<file path="src/rtl/load_store_unit_pkg.sv">
// Shared constants for the load/store unit: operation and FSM state encodings.
// Latency: n/a (types and helpers only).
// Backpressure: n/a.
package load_store_unit_pkg;

   typedef enum logic [1:0] {
      OP_LOAD  = 2'b00,
      OP_STORE = 2'b01,
      OP_PUSH  = 2'b10,
      OP_POP   = 2'b11
   } op_e;

   typedef enum logic [1:0] {
      S_IDLE  = 2'b00,
      S_ISSUE = 2'b01,
      S_WAIT  = 2'b10,
      S_RESP  = 2'b11
   } state_e;

   localparam logic [31:0] WORD_BYTES = 32'd4;

   // LOAD/STORE use the request address; PUSH/POP use the stack pointer.
   function automatic logic is_addr_op(input op_e op);
      return (op == OP_LOAD) || (op == OP_STORE);
   endfunction

   // Operations that read data memory and therefore pass through WAIT.
   function automatic logic is_read_op(input op_e op);
      return (op == OP_LOAD) || (op == OP_POP);
   endfunction

endpackage

</file>
<file path="src/rtl/lsu_sp_unit.sv">
// Stack pointer register with +/-4 update and stack bounds flags.
// Latency: sp updates on the rising edge where inc/dec is high.
// Backpressure: none; inc/dec are single-cycle commands from the parent FSM.
// Ports: clk, reset (sync, active-high), inc, dec, sp, sp_minus4,
//        push_fault, pop_fault.
// Build option: STACK_BOUNDS_CHECK_EN enables the full/empty fault flags;
//               otherwise both flags are 0 and sp wraps modulo 2^32.
module lsu_sp_unit
   import load_store_unit_pkg::*;
#(
   parameter logic [31:0] STACK_BASE  = 32'h0000_0200,
   parameter logic [31:0] STACK_LIMIT = 32'h0000_0400
) (
   input  logic        clk,
   input  logic        reset,
   input  logic        inc,
   input  logic        dec,
   output logic [31:0] sp,
   output logic [31:0] sp_minus4,
   output logic        push_fault,
   output logic        pop_fault
);

`ifdef STACK_BOUNDS_CHECK_EN
   localparam logic BOUNDS_EN = 1'b1;
`else
   localparam logic BOUNDS_EN = 1'b0;
`endif

   logic [31:0] sp_q;

   assign sp        = sp_q;
   assign sp_minus4 = sp_q - WORD_BYTES;

   // PUSH writes at sp then bumps it, so sp==LIMIT means no slot remains;
   // POP reads at sp-4, so sp==BASE means nothing to pop.
   assign push_fault = BOUNDS_EN && (sp_q == STACK_LIMIT);
   assign pop_fault  = BOUNDS_EN && (sp_q == STACK_BASE);

   always_ff @(posedge clk) begin
      if (reset) begin
         sp_q <= STACK_BASE;
      end else if (inc) begin
         sp_q <= sp_q + WORD_BYTES;
      end else if (dec) begin
         sp_q <= sp_minus4;
      end
   end

endmodule

</file>
<file path="src/rtl/load_store_unit.sv">
// Load/store unit: LOAD/STORE/PUSH/POP to a registered-read data memory.
// Latency: load/pop rspValid 3 cycles after handshake, store/push 2, faults 1.
// Backpressure: reqReady only in IDLE (one op in flight); rspValid is unstallable.
// Ports: clk, reset (sync, active-high); req{Valid,Ready,Op,Addr,Data};
//        rsp{Valid,Data,Err}; mem{Read,Write,Address,DataOut,DataIn}; sp.
// Build option: STACK_BOUNDS_CHECK_EN (see lsu_sp_unit) faults PUSH on a full
//               stack and POP on an empty stack without touching memory.
module load_store_unit
   import load_store_unit_pkg::*;
#(
   parameter logic [31:0] STACK_BASE  = 32'h0000_0200,
   parameter logic [31:0] STACK_LIMIT = 32'h0000_0400
) (
   input  logic        clk,
   input  logic        reset,
   input  logic        reqValid,
   output logic        reqReady,
   input  logic [1:0]  reqOp,
   input  logic [31:0] reqAddr,
   input  logic [31:0] reqData,
   output logic        rspValid,
   output logic [31:0] rspData,
   output logic        rspErr,
   output logic        memRead,
   output logic        memWrite,
   output logic [31:0] memAddress,
   output logic [31:0] memDataOut,
   input  logic [31:0] memDataIn,
   output logic [31:0] sp
);

   state_e      state, state_nxt;
   op_e         req_op, op_q;
   logic [29:0] addr_q;          // word address; low bits are known zero once accepted
   logic [31:0] wdata_q;
   logic [31:0] rdata_q;
   logic        err_q;
   logic        hs;
   logic        req_fault;
   logic        sp_inc, sp_dec;
   logic [31:0] sp_minus4;
   logic        push_fault, pop_fault;

   assign req_op = op_e'(reqOp);
   assign hs     = reqValid && (state == S_IDLE);

   assign req_fault = (is_addr_op(req_op) && (reqAddr[1:0] != 2'b00))
                   || ((req_op == OP_PUSH) && push_fault)
                   || ((req_op == OP_POP)  && pop_fault);

   lsu_sp_unit #(
      .STACK_BASE (STACK_BASE),
      .STACK_LIMIT(STACK_LIMIT)
   ) u_sp (
      .clk       (clk),
      .reset     (reset),
      .inc       (sp_inc),
      .dec       (sp_dec),
      .sp        (sp),
      .sp_minus4 (sp_minus4),
      .push_fault(push_fault),
      .pop_fault (pop_fault)
   );

   always_ff @(posedge clk) begin
      if (reset) begin
         state   <= S_IDLE;
         op_q    <= OP_LOAD;
         addr_q  <= '0;
         wdata_q <= '0;
         err_q   <= 1'b0;
         rdata_q <= '0;
      end else begin
         state <= state_nxt;
         if (hs) begin
            op_q    <= req_op;
            addr_q  <= reqAddr[31:2];
            wdata_q <= reqData;
            err_q   <= req_fault;
            rdata_q <= '0;       // stores, pushes and faults respond with 0
         end else if (state == S_WAIT) begin
            rdata_q <= memDataIn;
         end
      end
   end

   always_comb begin
      state_nxt  = state;
      reqReady   = 1'b0;
      memRead    = 1'b0;
      memWrite   = 1'b0;
      memAddress = '0;
      memDataOut = '0;
      sp_inc     = 1'b0;
      sp_dec     = 1'b0;
      rspValid   = 1'b0;
      rspErr     = 1'b0;
      rspData    = '0;
      case (state)
         S_IDLE: begin
            reqReady = 1'b1;
            if (reqValid) begin
               state_nxt = req_fault ? S_RESP : S_ISSUE;
            end
         end
         S_ISSUE: begin
            memDataOut = wdata_q;
            case (op_q)
               OP_LOAD: begin
                  memRead    = 1'b1;
                  memAddress = {addr_q, 2'b00};
               end
               OP_STORE: begin
                  memWrite   = 1'b1;
                  memAddress = {addr_q, 2'b00};
               end
               OP_PUSH: begin
                  memWrite   = 1'b1;
                  memAddress = sp;
                  sp_inc     = 1'b1;
               end
               default: begin    // OP_POP
                  memRead    = 1'b1;
                  memAddress = sp_minus4;
                  sp_dec     = 1'b1;
               end
            endcase
            state_nxt = is_read_op(op_q) ? S_WAIT : S_RESP;
         end
         S_WAIT: begin
            state_nxt = S_RESP;
         end
         default: begin          // S_RESP
            rspValid  = 1'b1;
            rspErr    = err_q;
            rspData   = rdata_q;
            state_nxt = S_IDLE;
         end
      endcase
   end

endmodule

</file>
<file path="config.mk">
export PLATFORM = sky130hd
export DESIGN_NAME = load_store_unit
export DESIGN_NICKNAME = d
export VERILOG_FILES = /design/src/rtl/load_store_unit_pkg.sv /design/src/rtl/lsu_sp_unit.sv /design/src/rtl/load_store_unit.sv
export SDC_FILE = /design/constraint.sdc
export NUM_CORES = 1
export LEC_CHECK = 0
export ABC_AREA = 1
export CAP_MARGIN = 20
export CORE_AREA = 4 4 125 127
export CTS_BUF_LIST = sky130_fd_sc_hd__clkbuf_8
export DETAILED_ROUTE_END_ITERATION = 8
export DIE_AREA = 0 0 129 131
export DONT_BUFFER_PORTS = 1
export PLACE_DENSITY_LB_ADDON = 0.25
export SKIP_LAST_GASP = 1
export SYNTH_ARGS = -nofsm -noshare
export SYNTH_HDL_FRONTEND = slang
export SYNTH_SLANG_ARGS = --single-unit
</file>
<file path="constraint.sdc">
create_clock -name clk -period 2.7 [get_ports clk]
set_input_delay 0.54 -clock clk [delete_from_list [all_inputs] [get_ports clk]]
set_output_delay 0.54 -clock clk [all_outputs]
set_load 0.01 [all_outputs]
</file>
Word level (Yosys, flattened, before mapping):

Cells that the tools add are included.

* output and inout port bits: 133
* word-level logic and storage cells: 51
* input bits: 101
* register bits after elaboration: 131

* multiplexer cells: 21
* equality and inequality tests: 7
* add/subtract/negate cells: 2
* reductions and logical operators: 14

Operators by type and width (number)
* 32-bit two-way mux: 5
* 32-bit case mux with 2 select lines: 1
* 32-bit by 3-bit adder with 32-bit output (second input constant): 1
* 32-bit by 3-bit subtractor with 32-bit output (second input constant): 1
* 1-bit two-way mux: 12
* 2-bit by 1-bit equality test with 1-bit output (second input constant): 3
* 2-bit equality test (second input constant): 3
* 2-bit zero test: 3
* 2-bit case mux with 3 select lines: 1
* 2-bit OR reduction: 3
* 3-bit OR reduction: 2
* 2-bit two-way mux: 2
* 2-bit nonzero test: 2
* 1-bit logical AND: 2
* 1-bit logical OR: 2
* 2-bit != test (second input constant): 1

Longest topological paths before layout:

* depth after elaboration: 6
* depth in mapped cells: 13
* gate-level depth less buffers: 12

By module:

A second synthesis with hierarchy kept.

* cells, all modules: 1357
* area total of the unflattened synthesis: 8214.1 sq um

Modules (own cells, without submodules)
* load_store_unit: sequential area each 1981.9 sq um, cells an instance 797, area an instance 5097.4 sq um, times used 1
* lsu_sp_unit: sequential area each 600.6 sq um, cells an instance 560, area an instance 3116.7 sq um, times used 1

Least setup slack after synthesis:

Ideal clock, no wire load.

* path type: reg-to-output
* from: register op_q[1]
* to: output port memAddress[6]
* path slack: 0.611 ns
* data required time: 2.160 ns
* arrival time: 1.549 ns
* stages on the path, launching flop included: 6
* buffers on the path: 2
* cell sequence: dfxtp_1 ha_1 buf_2 buf_2 a21oi_1 a221oi_1

* word-level cells in the longest chain between the ends: 4
* elaborated cells on any way between the ends: 6
* those cells by class: 2 x eq/ne; 2 x mux; 2 x reduce/logical

Ends and longest elaborated chain
* from (decl): RTL line load_store_unit.sv:33 `op_e req_op, op_q;`
* from (signal assigned): RTL line load_store_unit.sv:76 `op_q <= req_op;`
* 2-bit by 1-bit equality test with 1-bit output / 2-bit zero test (equally long branches): RTL line load_store_unit.sv:108 `case (op_q)`
* 2-bit OR reduction (no source line)
* 32-bit case mux with 2 select lines *: RTL line load_store_unit.sv:108
* 32-bit two-way mux *: RTL line load_store_unit.sv:99 `case (state)`
* to (decl): RTL line load_store_unit.sv:26 `output logic [31:0] memAddress,`

Mark *: on every way between the ends. The rest lies on a longest branch, timed or not.

Worst setup path in the final report:

* from: register op_q[0]
* to: output port memAddress[26]

The elaborated chain is that of the path after synthesis.

==> metrics.sh <==
SYNTHDOMINANTAREACELLTYPE='sky130_fd_sc_hd__dfxtp_1'
POSTSYNTHCELLCOUNT=1261
ROWS=44
FIN_NETS=1348
NUMBER_OF_GLOBAL_ROUTE_VIAS_BEFORE_REPAIR=7582
FINAL_HOLD_FAILS=0
CRITPATHSLOWESTCELL='sky130_fd_sc_hd__dfxtp_1'
DIE_WIDTH_UM=129
RSZ0062_AT_GRT='yes'
R2R.WORST_PATH.CELLS=8
PERIOD_SHARE_PCT=96.79
YS.WARNINGS.COUNT=0
DRTITER0DRC=770
MAX-VDD-IR-DROP_V=0.0005275
POSTSYNTHREGISTERBITS=129
HOLD-WORST-SLACK_PS=158.6
DRTANTENNAVIOLNETS=0
RESULT_OF_THE_RUN='completed'
SYNTH_COMMON_CELLS='343 x sky130_fd_sc_hd__nand2_1, 184 x sky130_fd_sc_hd__inv_1, 134 x sky130_fd_sc_hd__a21oi_1'
DETAIL_ROUTE.WIRELENGTH_MM=25.15
MAX_SLEW.WORST_PIN.SLEW_PS=573.1
DR_TOTAL_VIAS=7989
FINAL-SETUP-VIOL-COUNT=0
HP-START='reset'
SYNTH_SEQ_AREA_SHARE_PCT=33.10
DESIGN.DIE.AREA_UM2=16900
GRT_ANTENNA_BEFORE_REPAIR=1
CLOCK.FMAX_MHz=382.6
ANTENNA_CELLS_INSERTED=0
HOLDBUFCOUNTCTS=0
DIE-HEIGHT_UM=131
GRT_USE_TOTAL_PCT=29.51
GRT.OVERFLOW.TOTAL=0
BIGGEST_FANOUT_ALONG_THE_WORST_TIMING_PATH=8
CORE_AREA_UM2=14420
MAX_SLEW_HEADROOM_AT_THE_WORST_PIN_PCT=61.80
MIN_TO='wdata_q[21]$_SDFFE_PP0P_'
DETAIL_ROUTE.VIAS_PER_CELL=5.575
TIMING.CRITICAL_PATH.REQUIRED_PS=2160
DETAIL_ROUTE.WL_PER_CELL_UM=17.55
SYNTHESIS.AREA_PER_INSTANCE_UM2=6.188
TIMING.RR.END='u_sp.sp[25]$_SDFFE_PP0P_'
RR_STARTPOINT='u_sp.sp[12]$_SDFFE_PP0P_'
WORSTHOLDPATHTYPE='input port to flop'
DRTPASS1ITERATIONS=5
MOST_FREQUENTLY_USED_CELL_TYPE_IN_THE_POST_SYNTHESIS_NETLIST='sky130_fd_sc_hd__nand2_1'
CLOCK_SINK_COUNT=129
CRIT_CHAIN='inv_1, ha_1, inv_1, o22ai_1, o21ai_0, o21bai_1, inv_1'
CP_DATA_ARRIVAL_TIME_PS=2070
CLKSLEWWORSTSETUPHOLDPATHS_PS=80
TIMING.FINAL.CRIT_PERIOD_PS=2613
POST-ROUTE-DRC-COUNT=0
SYN2LAYOUT_AREA_GROWTH_PCT=8.515
INITIAL_CORE_UTIL_PCT=54.09
SYNTHARSTFLOPSHARE_PCT=0
SYNTH.LIB_CELLS_USED.DISTINCT=40
CTSROOTBUFFERMASTER='sky130_fd_sc_hd__clkbuf_8'
CLOCK_SKEW_PS=9.424
GPL.FINAL_WEIGHTED_CONGESTION=1.009
TRITONCTS.NUM_BUFFERS=17
BOUNDARYPINS=234
POWER_LEAKAGE_nW=4.014
CRIT_TOP_CELL='sky130_fd_sc_hd__inv_1'
SYNTH_EDF_COUNT=0
PROPORTION_OF_NETLIST_AREA_HELD_BY_THE_LARGEST_AREA_CONTRIBUTOR_PCT=33.10
DESIGN_POWER_TOTAL_mW=6.110
MAX_SLEW_VIO_COUNT=0
SYNTH.AREA.TOP_CELLS='sky130_fd_sc_hd__dfxtp_1 33%, sky130_fd_sc_hd__nand2_1 17%, sky130_fd_sc_hd__inv_1 8.9%'
WIRE_LENGTH_OF_THE_FIRST_GLOBAL_ROUTING_PASS_MM=39.25
SETUP.WORST_PATH.CLASS='flop to primary output'
POSTLAYOUTCOREUTIL_PCT=58.70
SETUP_TOTAL_NEGATIVE_SLACK_PS=0
CTS.PATH.MAX_BUFFERS=2
BUFFER_PORTS.INSERTED=0
HOLD_PATH_DEPTH=1
WORSTSKEWPAIRLATENCY_PS=440
CP-END-KIND='primary output'
HTREE_NUM_LEVELS=4
MAX_CAP_VIOLATIONS=0
PLACE_HPWL_MM=18.33
CRITICAL_PATH.STARTPOINT_TYPE='flop'
YS_DOMINANT_REG_CELL='sky130_fd_sc_hd__dfxtp_1'
TRITONCTS='done'
TIMING.REG2REG.SETUP_SLACK_PS=590
DRIVE_GT1_SHARE_PCT=10.33
POST_SYNTH_INSTANCE_AREA_UM2=7802
P_PER_CELL_AREA_nW_PER_UM2=721.7
CP_PEAK_STAGE_DELAY_PS=380
GRT_MAX_DEGREE=57
==> cell type report <==
| cell class | instances | area, µm² |
|---|---|---|
| multi-input combinational | 858 | 4202 |
| fill | 1431 | 5957 |
| clock inverter | 13 | 136.4 |
| tap | 184 | 230.2 |
| clock buffer | 19 | 261.5 |
| timing repair buffer | 38 | 314.1 |
| sequential | 129 | 2600 |
| inverter | 192 | 723.2 |
==> how the worst max path moves through the flow <==
stage                      to  slack, ps                     start  cells past startpoint
2_1_floorplan   memAddress[6]        610      op_q[1]$_SDFFE_PP0P_                      5
3_3_place_gp   memAddress[28]        350   u_sp.sp[3]$_SDFFE_PP0P_                      9
3_5_place_dp   memAddress[28]        300   u_sp.sp[3]$_SDFFE_PP0P_                      9
4_1_cts         memAddress[6]          2      op_q[1]$_SDFFE_PP0P_                      4
5_1_grt        memAddress[29]        -40  u_sp.sp[15]$_SDFFE_PP0P_                     11
6_report       memAddress[26]         90      op_q[0]$_SDFFE_PP0P_                      7
==> per-stage QoR <==
step / worst slack [ps] / std cells / cell area, µm²
finish: 86.61 / 1433 / 8467
global route: -35.36 / 1433 / 8467
CTS: 2.411 / 1433 / 8391
detailed placement: 298.0 / 1400 / 7958
global placement: 350.5 / 1400 / 7958
floorplan: 611.1 / 1264 / 7814
==> routing by layer <==
metal  vias up  part of all wire (%)  track usage (%)
li1       3919                     -                -
met1      3629                    40            36.42
met2       386                    47            48.17
met3        53                    10            10.20
met4         2                   2.4            10.25
met5         -                 0.052                0
==> registers in the layout (all words and copies together) (netlist names) <==
signal   cells
op_q         2
addr_q      30
state        2
rdata_q     32
err_q        1
u_sp.sp     30
wdata_q     32
==> worst max-delay path: cells and delay by family, from the launching register on <==
| kind | cells | cell delay, ps |
|---|---|---|
| adders and majority gates | 1 | 230 |
| AOI/OAI and AO/OA | 3 | 610 |
| DFF | 1 | 380 |
| buffers and inverters | 3 | 410 |
==> repair_timing <==
action                     4_1_cts  5_1_grt
buffers inserted                 1        0
setup endpoints to repair       10       21
cloned                           0        0
resized for setup                7       29
pin swaps                        2        0
==> logic make-up after synthesis <==
| group | after synthesis | synth area share [%] |
|---|---|---|
| AO/OA/AOI/OAI | 260 | 18.46 |
| XOR/XNOR | 21 | 2.357 |
| adder cells (fa/ha/maj) | 11 | 1.764 |
| buffers and inverters | 277 | 14.16 |
| flip-flops | 129 | 33.10 |
| other | 1 | 0.04806 |
| AND/OR/NAND/NOR | 562 | 30.12 |
==> cell usage in the layout (no fill, tap or decap), drive strengths merged, types with 3 or more instances in the layout <==
cell type	count
a21oi	134
a22oi	12
buf	38
clkbuf	19
clkinv	6
conb	4
dfxtp	129
ha	11
inv	195
nand2	349
nand3	92
nand4	5
nor2	112
nor3	4
o211ai	8
o21ai	74
o21bai	4
o221ai	5
o22ai	14
o311ai	3
xnor2	4
xor2	17
==> power breakdown <==
group          internal [mW]  switching [mW]
Clock                  0.869           0.810
Combinational          0.617            1.36
Sequential              2.22           0.233
Total                   3.71            2.40
Note: power is estimated with default switching activity, not from simulation.
